$ cat src/rtl/shift8_frame_ctrl.sv
// shift8_frame_ctrl
//   Turns a serial bit stream (MSB of each frame first) into WIDTH-bit words
//   and offers each completed word on a valid/ready port. It also detects
//   words lost because the consumer was still holding the previous one, and
//   partial frames that stall for too long.
//
// Ports
//   clk        rising-edge clock
//   reset      synchronous, active-high reset
//   in_valid   data_in carries a bit this cycle
//   data_in    serial bit, MSB of frame first
//   out_data   completed word, held until accepted
//   out_valid  out_data holds an unconsumed word
//   out_ready  consumer accepts out_data this cycle
//   busy       partial frame in progress
//   bit_count  bits received in the current frame
//   overrun    sticky flag: a completed word was dropped
//   frame_err  one-cycle pulse: partial frame dropped on timeout
//   err_clear  clears overrun (a same-cycle overrun takes priority)
module shift8_frame_ctrl #(
   parameter int WIDTH   = 8,
   parameter int TIMEOUT = 16
) (
   input  logic                         clk,
   input  logic                         reset,
   input  logic                         in_valid,
   input  logic                         data_in,
   output logic [WIDTH-1:0]             out_data,
   output logic                         out_valid,
   input  logic                         out_ready,
   output logic                         busy,
   output logic [$clog2(WIDTH+1)-1:0]   bit_count,
   output logic                         overrun,
   output logic                         frame_err,
   input  logic                         err_clear
);

   localparam int CNT_W  = $clog2(WIDTH + 1);
   localparam int IDLE_W = $clog2(TIMEOUT + 1);

   localparam logic [CNT_W-1:0]  LAST_BIT  = CNT_W'(WIDTH - 1);
   localparam logic [CNT_W-1:0]  FIRST_BIT = CNT_W'(1);
   localparam logic [IDLE_W-1:0] IDLE_LAST = IDLE_W'(TIMEOUT - 1);

   typedef enum logic {
      IDLE = 1'b0,
      RECV = 1'b1
   } state_t;

   state_t              state;
   logic [WIDTH-1:0]    sreg;
   logic [IDLE_W-1:0]   idle_cnt;

   logic                complete;
   logic [WIDTH-1:0]    word;

   // The word is assembled from the incoming bit directly so it can be
   // captured on the same edge that samples the last bit.
   always_comb begin
      complete = in_valid && (state == RECV) && (bit_count == LAST_BIT);
      word     = {sreg[WIDTH-2:0], data_in};
   end

   assign busy = (state == RECV);

   always_ff @(posedge clk) begin
      if (reset) begin
         state     <= IDLE;
         sreg      <= '0;
         out_data  <= '0;
         bit_count <= '0;
         idle_cnt  <= '0;
         out_valid <= 1'b0;
         overrun   <= 1'b0;
         frame_err <= 1'b0;
      end else begin
         frame_err <= 1'b0;

         if (in_valid) begin
            sreg <= word;
         end

         case (state)
            IDLE: begin
               if (in_valid) begin
                  bit_count <= FIRST_BIT;
                  idle_cnt  <= '0;
                  state     <= RECV;
               end
            end
            RECV: begin
               if (in_valid) begin
                  idle_cnt <= '0;
                  if (bit_count == LAST_BIT) begin
                     bit_count <= '0;
                     state     <= IDLE;
                  end else begin
                     bit_count <= bit_count + 1'b1;
                  end
               end else if (idle_cnt == IDLE_LAST) begin
                  // Stalled too long: abandon the partial frame.
                  idle_cnt  <= '0;
                  bit_count <= '0;
                  frame_err <= 1'b1;
                  state     <= IDLE;
               end else begin
                  idle_cnt <= idle_cnt + 1'b1;
               end
            end
            default: begin
               state <= IDLE;
            end
         endcase

         // A new word may replace one that is being accepted this same cycle,
         // which keeps out_valid high across back-to-back words.
         if (complete && (!out_valid || out_ready)) begin
            out_data  <= word;
            out_valid <= 1'b1;
         end else if (out_valid && out_ready) begin
            out_valid <= 1'b0;
         end

         if (complete && out_valid && !out_ready) begin
            overrun <= 1'b1;
         end else if (err_clear) begin
            overrun <= 1'b0;
         end
      end
   end

endmodule

$ cat config.mk
export PLATFORM = sky130hd
export DESIGN_NAME = shift8_frame_ctrl
export DESIGN_NICKNAME = d
export VERILOG_FILES = /design/src/rtl/shift8_frame_ctrl.sv
export SDC_FILE = /design/constraint.sdc
export NUM_CORES = 1
export LEC_CHECK = 0
export CAP_MARGIN = 20
export CORE_ASPECT_RATIO = 0.75
export CORE_MARGIN = 2
export CORE_UTILIZATION = 37
export CTS_CLUSTER_SIZE = 8
export DETAILED_ROUTE_END_ITERATION = 10
export MAX_ROUTING_LAYER = met4
export SLEW_MARGIN = 20
export SYNTH_ARGS = -nofsm -noshare
export SYNTH_HDL_FRONTEND = slang
export SYNTH_SLANG_ARGS = --single-unit
$ cat constraint.sdc
create_clock -name clk -period 1.9 [get_ports clk]
set_clock_uncertainty 0.1 [all_clocks]
set_input_delay 0.38 -clock clk [delete_from_list [all_inputs] [get_ports clk]]
set_output_delay 0.38 -clock clk [all_outputs]
set_load 0.02 [all_outputs]
==> results_dict.tcl, run 1 <==
set metrics [dict create \
    highest_layer "met4" \
    drtIter0Drc 48 \
    place_area_um2 1510 \
    grt_first_pass_wirelength_mm 3.95 \
    synth-edff-count 0 \
    dp_hpwl_mm 1.76 \
    min_path_type "reg -> reg" \
    cts.clk_slew.worst_paths_ns 0.09 \
    tightest_slew_ns 0.311 \
    area_growth_pct 25.4 \
    synth_area_um2 1240 \
    coreArea_um2 3240 \
    synth_flop_cell "dfxtp_1" \
    dieArea_um2 3820 \
    syn_inst 129 \
    synth.area.top_cells "dfxtp_1 (45%), mux2i_1 (12%), nand2b_1 (9.6%)" \
    cp.arrival_ns 1.32 \
    vias 950 \
    grt_pass1_vias 904 \
    remaining_drc_errors 0 \
    cts.sinks 28 \
    post_cts_buffers 0 \
    drive_gt1_frac 0.0861 \
    setup_viol 0 \
    fmax_mhz 557 \
    cp_slowest_cell "clkdlybuf4s50_1" \
    grt_max_degree 16 \
    drv_cap 0 \
    period_minus_slack_ns 1.80 \
    ys_seq_area_frac 0.453 \
    endpoint_kind "output port" \
    die_h_um 54.1 \
    synth_seq_cells 28 \
    rsz0062_at_grt "false" \
    worstPathMaxFanout 6 \
    leakagePower_nw 0.566 \
    cts_tree "yes" \
    fin_nets 161 \
    syn_nets 137 \
    num_io_pins 22 \
    syn_area_per_cell_um2 9.58 \
    routed_wirelength_mm 2.34 \
    cts_inserted_buffers 3 \
    cts_root_buf "clkbuf_8" \
    cp-start-kind "flop" \
    grt_remaining_overflow 0 \
    netlist.area_leader.share 0.453 \
    insertion_delay_ns 0.27 \
    rows 18 \
    wire_per_inst_um 12.2 \
    slowest_delay_ns 0.63 \
    cp.required_ns 1.42 \
    cts_max_level 1 \
    crit_family "buffers and inverters" \
    final_cell_area_um2 1550 \
    yosys_warnings 0 \
    maxSlewHeadroom 0.793 \
    yosysTopAreaCell "dfxtp_1" \
    p_total_w 0.00100 \
    viasPerCell 4.97 \
    grtUsageTotal 0.137 \
    cp_num_buf_inv 1 \
    yosysMostFrequentCell "dfxtp_1" \
    yosys-top-cells-count "dfxtp_1 (28), nand2b_1 (19), mux2i_1 (15), nor2_1 (12)" \
    n_antenna_cell 0 \
    ant_nets 0 \
    fin_crit_sh 0.946 \
    final.setup.tns_ns 0 \
    ys_types 33 \
    dr_wl_met2_mm 1.01 \
    start_util 0.381 \
    drv_slew 0 \
    p_per_area_nw_per_um2 645 \
    crit_chain "clkdlybuf4s50_1" \
    ir_worst_vdd_mv 0.292 \
    portBuffers 21 \
    clk_path_buf_depth 2 \
    wl_met1_mm 1.21 \
    route.met3.wl_um 100 \
    antenna_found_initial 0 \
    drt_pass1_iterations 4 \
    synth-async-reset-ratio 0 \
    gp_congestion 0.763 \
    fp.dieW_um 70.7 \
    outcome "finished, final reports clean" \
    path_class "reg -> out" \
    hold_viol_final 0 \
]
==> metrics by stage <==
stage / util / hold WS (ns) / setup slack [ns] / instances
after detailed placement: 0.465 / 0.340 / 0.0533 / 188
final: 0.478 / 0.364 / 0.103 / 191
after CTS: 0.477 / 0.357 / 0.0289 / 191
after floorplan: - / 0.310 / 0.286 / 129
after global placement: 0.465 / 0.345 / 0.122 / 188
after global routing: 0.478 / 0.403 / 0.0418 / 191
==> metal layers <==
metal / up-vias / global-route usage
met5: - / -
met4: 0 / 0.0283
met3: 2 / 0.0487
li1: 494 / -
met2: 20 / 0.198
met1: 434 / 0.185
==> power by group <==
part | internal (W) | leakage, nW | switching, W
Clock | 0.000142 | 0.0216 | 0.000165
Sequential | 0.000595 | 0.227 | 0.00000848
Combinational | 0.0000466 | 0.318 | 0.0000429
Total | 0.000784 | 0.566 | 0.000217
==> repair_timing <==
item,CTS,global route
hold buffers,0,0
setup endpoints to repair,0,1
resized for setup,0,1
==> logic make-up (layout without fill, tap and decap cells) <==
logic type / Yosys count / in the layout / share of synthesized area
DFF: 28 / 28 / 0.453
buffers and inverters: 13 / 35 / 0.0465
and+or+nand+nor: 55 / 55 / 0.257
AOI/OAI and AO/OA: 13 / 13 / 0.0779
xor gates and xnor gates: 2 / 2 / 0.0142
adders and majority gates: 2 / 2 / 0.0202
muxes: 16 / 16 / 0.131
==> area by class of cell <==
type	instances	area (um2)
Inverter	4	15.0
Sequential cell	28	561
Clock buffer	3	41.3
Fill cell	330	1690
Multi-Input combinational cell	88	618
Tap cell	40	50.0
Timing Repair Buffer	28	265
==> state kept, by name, indices dropped and copies added (netlist names) <==
register,count
sreg,7
bit_count,4
out_valid,1
idle_cnt,5
busy,1
out_data,8
overrun,1
frame_err,1
==> worst paths after layout <==
path / cells past startpoint / to / start / slack (ns)
setup / recovery: 1 / bit_count[0] / bit_count[0] / 0.10
hold / removal: 1 / frame_err / idle_cnt[4] / 0.36
setup reg to reg: 4 / out_data[6] / bit_count[0] / 0.28
hold reg to reg: 1 / frame_err / idle_cnt[4] / 0.36
==> placed cells by master (no fill, tap or decap), types with 3 or more instances in the layout <==
| master | count |
|---|---|
| nor2_1 | 12 |
| buf_4 | 7 |
| nand2b_1 | 19 |
| dfxtp_1 | 28 |
| clkdlybuf4s50_1 | 20 |
| nand3_1 | 3 |
| nor3b_1 | 3 |
| nand2_1 | 4 |
| mux2i_1 | 15 |
| inv_1 | 4 |
| clkbuf_8 | 3 |
| a21oi_1 | 6 |
Note: power is estimated with default switching activity, not from simulation.
==> run 2, diff against run 1 <==
CTS_BUF_LIST = sky130_fd_sc_hd__clkbuf_4   (was unset)
==> run 2 against run 1 <==
Compared with the run above: wire length rose by 0.21%; non-clock buffer count unchanged; via count rose by 0.42%; core utilization is 0.54 points lower; sequential share of layout area grew 0.41 points; total power is 7.4% lower; worst hold slack gained 0.0057 ns; count of clock-buffer cells in the layout unchanged; register-to-register slack about the same; critical path type unchanged; die area unchanged; final area decreased by 1.1%.
==> results_dict.tcl, run 2 (same netlist as run 1, synthesis figures left out) <==
set metrics [dict create \
    dp_cells 188 \
    portBuffers 21 \
    post_cts_buffers 0 \
    cp_slowest_cell "clkdlybuf4s50_1" \
    cts.clk_slew.worst_paths_ns 0.14 \
    min_path_type "reg -> reg" \
    slowest_delay_ns 0.63 \
    viasPerCell 4.99 \
    wire_per_inst_um 12.3 \
    start_util 0.381 \
    cts_inserted_buffers 3 \
    worstHoldStart "idle_cnt[4]" \
    drtIter0Drc 39 \
    cts_max_level 1 \
    setup_viol 0 \
    reg_top3 "out_data x8, sreg x7, idle_cnt x5" \
    crit_family "buffers and inverters" \
    fin_nets 161 \
    grt_max_degree 16 \
    period_minus_slack_ns 1.86 \
    maxSlewHeadroom 0.796 \
    die_h_um 54.1 \
    hold_end "frame_err" \
    coreArea_um2 3240 \
    crit_chain "clkdlybuf4s50_1" \
    grt_remaining_overflow 0 \
    fin_crit_sh 0.982 \
    grt_pass1_vias 904 \
    antenna_found_initial 0 \
    dieArea_um2 3820 \
    grtUsageTotal 0.137 \
    fp.dieW_um 70.7 \
    rsz0062_at_grt "false" \
    remaining_drc_errors 0 \
    dp_hpwl_mm 1.76 \
    gp_congestion 0.763 \
    worstPathMaxFanout 5 \
    drt_pass1_iterations 4 \
    routed_wirelength_mm 2.34 \
    drv_cap 0 \
    largest_reg_flops 8 \
    cp-start-kind "flop" \
    whs_path_depth 1 \
    grt_first_pass_wirelength_mm 3.95 \
    cts.sinks 28 \
    cp.required_ns 1.42 \
    rows 18 \
    postLayoutCoreUtil 0.473 \
    clk_path_buf_depth 2 \
    p_total_w 0.000926 \
    area_growth_pct 24.0 \
    multiInputGateArea_um2 618 \
    final.setup.tns_ns 0 \
    drv_slew 0 \
    outcome "finished, final reports clean" \
    r2r_start "bit_count[1]" \
    hold_viol_final 0 \
    cp.arrival_ns 1.38 \
    fmax_mhz 536 \
    leakagePower_nw 0.573 \
    vias 954 \
    stdcell_count 191 \
    endpoint_kind "output port" \
    mostFrequentLayoutCell "dfxtp_1" \
    num_io_pins 22 \
    ant_nets 0 \
    tightest_slew_ns 0.306 \
    drive_gt1_frac 0.0861 \
    seq_area_um2 561 \
    reg2reg_depth 4 \
    fill_cells 331 \
    cts_root_buf "clkbuf_4" \
    ir_worst_vdd_mv 0.270 \
    mostFrequentLayoutCells "dfxtp_1 (28), nand2b_1 (19), clkdlybuf4s50_1 (18)" \
    r2r_slack_ns 0.27 \
    r2r-end "out_data[2]" \
    whs_ns 0.370 \
    top_register "out_data" \
    insertion_delay_ns 0.32 \
    cts_tree "yes" \
    n_antenna_cell 0 \
    p_per_area_nw_per_um2 604 \
    cp_num_buf_inv 1 \
    path_class "reg -> out" \
]
run 2: changes by cell type in the layout (fill, tap and decap cells not counted), sizes merged:
| cell | delta |
|---|---|
| dlygate4sd2 | +1 |
| dlymetal6s2s | +1 |
| clkdlybuf4s50 | -2 |
run 2: repair_timing:
item / 4_1_cts / 5_1_grt
endpoints found under the setup margin: 1 / 2
gates resized for setup: 1 / 2
hold buffers: 0 / 0
cloned: 0 / 0
run 2: power by group:
| part | switching (W) | total, W | internal [W] |
|---|---|---|---|
| Combinational | 0.0000431 | 0.0000892 | 0.0000461 |
| Sequential | 0.00000848 | 0.000604 | 0.000596 |
| Clock | 0.000159 | 0.000233 | 0.0000743 |
run 2: worst max path at each step:
stage                       from           end  slack, ns  cells after the start
global placement        in_valid   out_data[1]       0.12                      5
detailed placement      in_valid   out_data[6]       0.05                      5
global route        bit_count[1]  bit_count[1]      0.002                      1
floorplan           bit_count[0]   out_data[0]       0.29                      5
finish              bit_count[1]  bit_count[1]       0.04                      1
CTS                 bit_count[0]  bit_count[0]       0.02                      1
run 2: cell type report:
| class | count | area share |
|---|---|---|
| tap | 40 | 0.0327 |
| multi-input combinational | 88 | 0.403 |
| inverter | 4 | 0.00980 |
| sequential | 28 | 0.366 |
| clock buffer | 3 | 0.0147 |
| timing repair buffer | 28 | 0.174 |
run 2: routing by layer:
layer	track usage	wire [um]
met1	0.185	1230
met2	0.198	995
met3	0.0487	101
met4	0.0283	16
met5	-	0
run 2: stage by stage:
stage | area [um2] | worst slack [ns]
global placement | 1510 | 0.122
detailed placement | 1510 | 0.0533
CTS | 1530 | 0.0222
floorplan | 1240 | 0.286
global route | 1530 | 0.00232
finish | 1530 | 0.0351
